<file path="src/rtl/rx_capture_mem_pkg.sv">
// Shared definitions for the SPI receive capture buffer: register map,
// control/status bit positions, FSM encoding and size defaults.
package rx_capture_mem_pkg;

  localparam int DATA_W_DEF = 12;
  localparam int DEPTH_DEF  = 128;
  localparam int ADDR_W_DEF = 7;

  localparam logic [9:0] CTRL_OFS   = 10'h000;
  localparam logic [9:0] COUNT_OFS  = 10'h004;
  localparam logic [9:0] TARGET_OFS = 10'h008;
  localparam logic [9:0] MEM_BASE   = 10'h200;

  localparam int CTRL_START_BIT = 0;
  localparam int CTRL_ABORT_BIT = 1;

  localparam int STAT_DONE_BIT = 0;
  localparam int STAT_BUSY_BIT = 1;
  localparam int STAT_OVF_BIT  = 2;

  typedef enum logic [1:0] {
    ST_IDLE    = 2'd0,
    ST_CAPTURE = 2'd1,
    ST_DONE    = 2'd2
  } state_t;

  // The whole upper half of the 1 KiB window maps onto the capture memory.
  function automatic logic is_mem_addr(input logic [9:0] a);
    return (a & MEM_BASE) != 10'h000;
  endfunction

endpackage

</file>
<file path="src/rtl/rx_capture_mem_if.sv">
// APB slave bus bundle for the capture buffer; the interconnect drives the
// master side, the capture block implements the slave side.
interface rx_capture_mem_if;

  logic [31:0] paddr;
  logic        psel;
  logic        penable;
  logic        pwrite;
  logic [31:0] pwdata;
  logic [31:0] prdata;
  logic        pready;
  logic        pslverr;

  modport master (
    output paddr, psel, penable, pwrite, pwdata,
    input  prdata, pready, pslverr
  );

  modport slave (
    input  paddr, psel, penable, pwrite, pwdata,
    output prdata, pready, pslverr
  );

endinterface

</file>
<file path="src/rtl/rx_capture_ram.sv">
// Simple dual-port capture memory: one write port, one registered read port.
// Read-during-write to the same entry returns the previous contents.
module rx_capture_ram
  import rx_capture_mem_pkg::*;
#(
  parameter int DATA_W = DATA_W_DEF,
  parameter int DEPTH  = DEPTH_DEF,
  parameter int ADDR_W = ADDR_W_DEF
) (
  input  logic              clk,
  input  logic              wr_en,
  input  logic [ADDR_W-1:0] wr_addr,
  input  logic [DATA_W-1:0] wr_data,
  input  logic              rd_en,
  input  logic [ADDR_W-1:0] rd_addr,
  output logic [DATA_W-1:0] rd_data
);

  logic [DATA_W-1:0] mem_reg [DEPTH];

  always_ff @(posedge clk) begin
    if (wr_en) begin
      mem_reg[wr_addr] <= wr_data;
    end
  end

  always_ff @(posedge clk) begin
    if (rd_en) begin
      rd_data <= mem_reg[rd_addr];
    end
  end

endmodule

</file>
<file path="src/rtl/rx_capture_mem.sv">
// APB-programmable capture buffer: stores words from the SPI receiver until a
// programmed count is reached, then lets software read them back.
module rx_capture_mem
  import rx_capture_mem_pkg::*;
#(
  parameter int DATA_W = DATA_W_DEF,
  parameter int DEPTH  = DEPTH_DEF,
  parameter int ADDR_W = ADDR_W_DEF
) (
  input  logic              clk,
  input  logic              rstn,
  rx_capture_mem_if.slave   APB_S_0,
  output logic              RxSPIen,
  input  logic [DATA_W-1:0] data_from_SPI,
  input  logic              rx_valid
);

  localparam int CNT_W = ADDR_W + 1;

  state_t            state_reg, state_next;
  logic [CNT_W-1:0]  count_reg, count_next;
  logic              done_reg, done_next;
  logic              ovf_reg, ovf_next;
  logic [7:0]        target_reg;
  logic              pready_reg;
  logic [31:0]       prdata_reg;
  logic              mem_sel_reg;

  logic [9:0]        addr;
  logic              access, wr_fire, rd_fire, is_mem;
  logic              ctrl_wr, start_wr, abort_wr, target_wr;
  logic              busy;
  logic [CNT_W-1:0]  tgt_eff, count_inc;
  logic [31:0]       rd_value;
  logic              ram_wr_en, ram_rd_en;
  logic [DATA_W-1:0] ram_rd_data;
  logic              unused_apb_bits;

  assign addr     = APB_S_0.paddr[9:0];
  assign is_mem   = is_mem_addr(addr);
  assign access   = APB_S_0.psel & APB_S_0.penable & ~pready_reg;
  assign wr_fire  = access & APB_S_0.pwrite;
  assign rd_fire  = access & ~APB_S_0.pwrite;
  assign busy     = (state_reg == ST_CAPTURE);

  assign ctrl_wr   = wr_fire && (addr == CTRL_OFS);
  assign abort_wr  = ctrl_wr && APB_S_0.pwdata[CTRL_ABORT_BIT];
  assign start_wr  = ctrl_wr && APB_S_0.pwdata[CTRL_START_BIT] && !APB_S_0.pwdata[CTRL_ABORT_BIT];
  assign target_wr = wr_fire && (addr == TARGET_OFS) && !busy;

  // A zero or oversized target means "fill the whole memory".
  assign tgt_eff   = ((target_reg == 8'd0) || (int'(target_reg) > DEPTH)) ?
                     CNT_W'(DEPTH) : CNT_W'(target_reg);
  assign count_inc = count_reg + CNT_W'(1);

  always_comb begin
    state_next = state_reg;
    count_next = count_reg;
    done_next  = done_reg;
    ovf_next   = ovf_reg;
    ram_wr_en  = 1'b0;
    case (state_reg)
      ST_CAPTURE: begin
        if (rx_valid) begin
          ram_wr_en  = 1'b1;
          count_next = count_inc;
          if (count_inc == tgt_eff) begin
            state_next = ST_DONE;
            done_next  = 1'b1;
          end
        end
        // Abort overrides completion, but a coincident word is still kept.
        if (abort_wr) begin
          state_next = ST_IDLE;
          done_next  = 1'b0;
        end
      end
      default: begin
        if (start_wr) begin
          state_next = ST_CAPTURE;
          count_next = '0;
          done_next  = 1'b0;
          ovf_next   = 1'b0;
        end
        if (rx_valid) begin
          ovf_next = 1'b1;
        end
      end
    endcase
  end

  always_ff @(posedge clk or negedge rstn) begin
    if (!rstn) begin
      state_reg  <= ST_IDLE;
      count_reg  <= '0;
      done_reg   <= 1'b0;
      ovf_reg    <= 1'b0;
      target_reg <= '0;
    end else begin
      state_reg <= state_next;
      count_reg <= count_next;
      done_reg  <= done_next;
      ovf_reg   <= ovf_next;
      if (target_wr) begin
        target_reg <= APB_S_0.pwdata[7:0];
      end
    end
  end

  always_comb begin
    rd_value = '0;
    if (!is_mem) begin
      case (addr)
        CTRL_OFS: begin
          rd_value[STAT_DONE_BIT] = done_reg;
          rd_value[STAT_BUSY_BIT] = busy;
          rd_value[STAT_OVF_BIT]  = ovf_reg;
        end
        COUNT_OFS:  rd_value = 32'(count_reg);
        TARGET_OFS: rd_value = 32'(target_reg);
        default:    rd_value = '0;
      endcase
    end
  end

  always_ff @(posedge clk or negedge rstn) begin
    if (!rstn) begin
      pready_reg  <= 1'b0;
      prdata_reg  <= '0;
      mem_sel_reg <= 1'b0;
    end else begin
      pready_reg <= APB_S_0.psel & APB_S_0.penable;
      if (rd_fire) begin
        prdata_reg  <= rd_value;
        mem_sel_reg <= is_mem;
      end
    end
  end

  assign ram_rd_en = rd_fire & is_mem;

  rx_capture_ram #(
    .DATA_W (DATA_W),
    .DEPTH  (DEPTH),
    .ADDR_W (ADDR_W)
  ) u_ram (
    .clk     (clk),
    .wr_en   (ram_wr_en),
    .wr_addr (count_reg[ADDR_W-1:0]),
    .wr_data (data_from_SPI),
    .rd_en   (ram_rd_en),
    .rd_addr (APB_S_0.paddr[ADDR_W+1:2]),
    .rd_data (ram_rd_data)
  );

  // Memory reads come straight from the RAM output register.
  assign APB_S_0.prdata  = mem_sel_reg ? 32'(ram_rd_data) : prdata_reg;
  assign APB_S_0.pready  = pready_reg;
  assign APB_S_0.pslverr = 1'b0;
  assign RxSPIen         = busy;

  assign unused_apb_bits = ^{APB_S_0.paddr[31:10], APB_S_0.pwdata[31:8]};

endmodule

</file>
<file path="src/flat_wrapper.sv">
// flat-port wrapper written by rule: the top's interface ports become plain ports
module rx_capture_mem_flat import rx_capture_mem_pkg::*;
#(
  parameter int DATA_W = DATA_W_DEF,
  parameter int DEPTH  = DEPTH_DEF,
  parameter int ADDR_W = ADDR_W_DEF
)
  (clk, rstn, RxSPIen, data_from_SPI, rx_valid, APB_S_0_paddr, APB_S_0_psel, APB_S_0_penable, APB_S_0_pwrite, APB_S_0_pwdata, APB_S_0_prdata, APB_S_0_pready, APB_S_0_pslverr);
  rx_capture_mem_if APB_S_0_i ();
  input  logic clk;
  input  logic rstn;
  output logic RxSPIen;
  input  logic [DATA_W-1:0] data_from_SPI;
  input  logic rx_valid;
  input wire logic [$bits(APB_S_0_i.paddr)-1:0] APB_S_0_paddr;
  input wire logic [$bits(APB_S_0_i.psel)-1:0] APB_S_0_psel;
  input wire logic [$bits(APB_S_0_i.penable)-1:0] APB_S_0_penable;
  input wire logic [$bits(APB_S_0_i.pwrite)-1:0] APB_S_0_pwrite;
  input wire logic [$bits(APB_S_0_i.pwdata)-1:0] APB_S_0_pwdata;
  output wire logic [$bits(APB_S_0_i.prdata)-1:0] APB_S_0_prdata;
  output wire logic [$bits(APB_S_0_i.pready)-1:0] APB_S_0_pready;
  output wire logic [$bits(APB_S_0_i.pslverr)-1:0] APB_S_0_pslverr;
  assign APB_S_0_i.paddr = APB_S_0_paddr;
  assign APB_S_0_i.psel = APB_S_0_psel;
  assign APB_S_0_i.penable = APB_S_0_penable;
  assign APB_S_0_i.pwrite = APB_S_0_pwrite;
  assign APB_S_0_i.pwdata = APB_S_0_pwdata;
  assign APB_S_0_prdata = APB_S_0_i.prdata;
  assign APB_S_0_pready = APB_S_0_i.pready;
  assign APB_S_0_pslverr = APB_S_0_i.pslverr;
  rx_capture_mem #(.DATA_W(DATA_W), .DEPTH(DEPTH), .ADDR_W(ADDR_W)) u_core (.clk(clk), .rstn(rstn), .APB_S_0(APB_S_0_i), .RxSPIen(RxSPIen), .data_from_SPI(data_from_SPI), .rx_valid(rx_valid));
endmodule
</file>
<file path="config.mk">
export PLATFORM = sky130hd
export DESIGN_NAME = rx_capture_mem_flat
export DESIGN_NICKNAME = d
export VERILOG_FILES = /design/src/rtl/rx_capture_mem_pkg.sv /design/src/rtl/rx_capture_mem_if.sv /design/src/rtl/rx_capture_ram.sv /design/src/rtl/rx_capture_mem.sv /design/src/flat_wrapper.sv
export SDC_FILE = /design/constraint.sdc
export NUM_CORES = 2
export LEC_CHECK = 0
export ABC_CLOCK_PERIOD_IN_PS = 3000
export CAP_MARGIN = 40
export CORE_MARGIN = 3
export CORE_UTILIZATION = 46
export CTS_CLUSTER_SIZE = 12
export DETAILED_ROUTE_END_ITERATION = 8
export GPL_TIMING_DRIVEN = 0
export SLEW_MARGIN = 25
export SYNTH_ARGS = -nofsm -noshare
export SYNTH_HDL_FRONTEND = slang
export SYNTH_HIERARCHICAL = 1
export SYNTH_SLANG_ARGS = --single-unit
export TNS_END_PERCENT = 50
</file>
<file path="constraint.sdc">
create_clock -name clk -period 3 [get_ports clk]
set_input_delay 0.6 -clock clk [delete_from_list [all_inputs] [get_ports clk]]
set_output_delay 0.6 -clock clk [all_outputs]
set_load 0.005 [all_outputs]
</file>
==> run summary <==
status -> complete, but fails checks
failing checks -> setup timing
gr usage total -> 23.6%
Yosys top cell area share -> 76.0%
Setup violations, final -> 109
share of layout cells above drive strength 1 -> 38.0%
Port Buf Inserts -> 48
Least-Margin Pin Slew -> 0.879 ns
H-tree Lvls -> 4
Hold WS -> 0.220 ns
Initial Utilization -> 46.4%
Clock Root Buffer -> clkbuf_16
pin count of the biggest net entering global routing -> 89
Max stage delay on crit path -> 0.73 ns
Starting DRT DRC Count -> 3453
Place WS -> -2.05 ns
Final Cycle Share -> 104%
min-delay worst type -> in2reg
yosys warns -> 6
die area -> 137000 um2
routed vias -> 29100
max_cap viols -> 0
Setup WS post-layout -> -0.129 ns
startpoint types -> register
# IOs -> 117
Final Max Tran Viols -> 0
WL final -> 159000 um
Setup CP Type -> reg2reg
Post-Syn Area -> 61200 um2
Die Width -> 371 um
crit path max-delay cell type -> dfrtp_1
sequential fraction of the synthesis area -> 77.2%
total congestion overflow -> 0
CTS tree -> yes
Setup TNS Final -> -5.18 ns
prevailing post-synth register cell -> edfxtp_1
most frequent cell after synthesis -> edfxtp_1
Top delay family on crit path -> simple AND/OR/NAND/NOR gates
final-report hold violation count -> 0
drt first pass iters -> 8
vias in the first global route -> 29400
CP Capture Type -> register
first-pass GRT wire length -> 224000 um
PD cells -> 650 nW/um2
CTS Sinks -> 1577
dpl hpwl -> 107000 um
core region area -> 132000 um2
Setup Skew -> 0.0323 ns
Post-synth top cells -> 1548 x edfxtp_1, 504 x mux4_2, 143 x nor2_1
initial antenna violation count -> 14
Worst-path clk slew -> 0.06 ns
register bit count reported by yosys -> 1577
Max VDD drop -> 534 uV
Yosys top cell by area -> edfxtp_1
# DRC -> 0
worst-skew pair later-pin latency -> 0.79 ns
leakage -> 22.4 nW
Required @ worst endpoint -> 3.48 ns
RSZ-0062 raised after global routing -> true
nets -> 3000
Core Util, Final -> 54.6%
gpl congestion -> 0.864
Yosys cell types -> 49
crit-path max FO -> 8
Pwr Total -> 0.0468 W
Peak Freq -> 320 MHz
CTS Buf Count -> 161
Critical path buffers and inverters -> 1
Post-Syn Area per Cell -> 23.8 um2
ANT nets after route -> 0
Rel. slew slack -> 41.4%
Avg WL per Cell -> 33.3 um
maximum clock insertion buffer count -> 3
DR vias/cell -> 6.09
CP cell instances -> nor2b_1, nand3_2, nor3_4, buf_4
row count -> 133
Critical Path AT -> 3.61 ns
Final Critical Period -> 3.13 ns
flip-flop count of the largest register after layout -> 1536
die height -> 371 um
Syn-to-layout area delta -> 17.7%
dominant cells by area after synthesis -> edfxtp_1 76%, mux4_2 19%, dfrtp_1 1.2%
post-synthesis instance total -> 2570
EDFF count, synth -> 1548
asr flop ratio synth -> 1.84%
-- metrics by stage --
stage,area [um2],instances
2_1_floorplan,61600,2590
3_3_place_gp,64300,4393
3_5_place_dp,65400,4445
4_1_cts,71500,4744
5_1_grt,72000,4771
6_report,72000,4775
-- area by class of cell --
| class | instances | area, um2 |
|---|---|---|
| clock buffer | 210 | 4320 |
| antenna | 4 | 10.0 |
| fill | 9741 | 59800 |
| buffer | 156 | 1590 |
| sequential | 1577 | 47200 |
| timing repair buffer | 164 | 2140 |
| multi-input combinational | 853 | 14200 |
| tap | 1755 | 2200 |
| inverter | 4 | 17.5 |
| clock inverter | 52 | 343 |
-- repair_timing --
item / in CTS / in global routing
endpoints found under the setup margin: 1527 / 893
endpoints found under the hold margin: 33 / 0
pin swaps: 18 / 10
resized for setup: 234 / 26
buffers inserted: 33 / 15
cloned: 2 / 0
hold buffers: 2 / 0
-- placed cells by master, fill, tap and decap left out, types with 7 or more instances in the layout --
| cell | n |
|---|---|
| clkbuf_8 | 14 |
| nor2_2 | 28 |
| a21oi_1 | 10 |
| clkbuf_16 | 175 |
| buf_4 | 71 |
| buf_12 | 32 |
| mux2_2 | 26 |
| mux4_2 | 504 |
| o21ai_0 | 11 |
| nor2_1 | 25 |
| clkbuf_2 | 23 |
| nor2b_1 | 9 |
| nor2_4 | 90 |
| clkbuf_1 | 61 |
| dfrtp_1 | 28 |
| buf_2 | 10 |
| clkinv_1 | 28 |
| buf_16 | 17 |
| nand3_1 | 7 |
| conb_1 | 21 |
| edfxtp_1 | 1548 |
| a22oi_1 | 8 |
| buf_8 | 25 |
| clkdlybuf4s50_1 | 33 |
| clkbuf_4 | 12 |
| nand2_1 | 27 |
| buf_6 | 51 |
| nand3_2 | 9 |
| clkinv_2 | 12 |
| xnor2_1 | 11 |
-- per-layer routing --
| layer | vias up | track usage [%] | wire (um) |
|---|---|---|---|
| li1 | 11700 | - | - |
| met1 | 15800 | 32.2 | 61900 |
| met2 | 1326 | 37.8 | 78100 |
| met3 | 255 | 5.26 | 13300 |
| met4 | 8 | 8.11 | 5490 |
| met5 | - | 0 | 46 |
-- power breakdown --
group          internal, W  switching (W)  total [W]
clock               0.0102        0.00800     0.0182
combinational      0.00149        0.00255    0.00404
sequential          0.0245       0.000155     0.0246
total               0.0361         0.0107     0.0468
-- cells by family (layout without fill, tap and decap cells) --
kind of cell	count (synthesis)	count (layout)	share of synthesized area, %
flip-flops	1577	1577	77.2
AND/OR/NAND/NOR	242	242	1.74
other	1	25	0.00613
AO/OA/AOI/OAI	40	40	0.421
adder cells (fa/ha/maj)	1	1	0.0205
XOR/XNOR	13	13	0.186
buffers and inverters	160	586	1.29
multiplexers	536	536	19.1
-- final timing paths --
check	from	end	slack, ns	cells after the start
max	u_core/count_reg[4]$_DFFE_PN0P_	u_core/u_ram/mem_reg[84][10]$_DFFE_PP_	-0.13	4
min	data_from_SPI[0]	u_core/u_ram/mem_reg[24][0]$_DFFE_PP_	0.22	1
max reg2reg	u_core/count_reg[4]$_DFFE_PN0P_	u_core/u_ram/mem_reg[84][10]$_DFFE_PP_	-0.13	4
min reg2reg	u_core/ovf_reg$_DFFE_PN0P_	u_core/ovf_reg$_DFFE_PN0P_	0.52	2
max in group asynchronous	rstn	u_core/count_reg[2]$_DFFE_PN0P_	2.10	2
min in group asynchronous	rstn	u_core/state_reg[0]$_DFFE_PN0P_	0.41	2
Note: power is estimated with default switching activity, not from simulation.
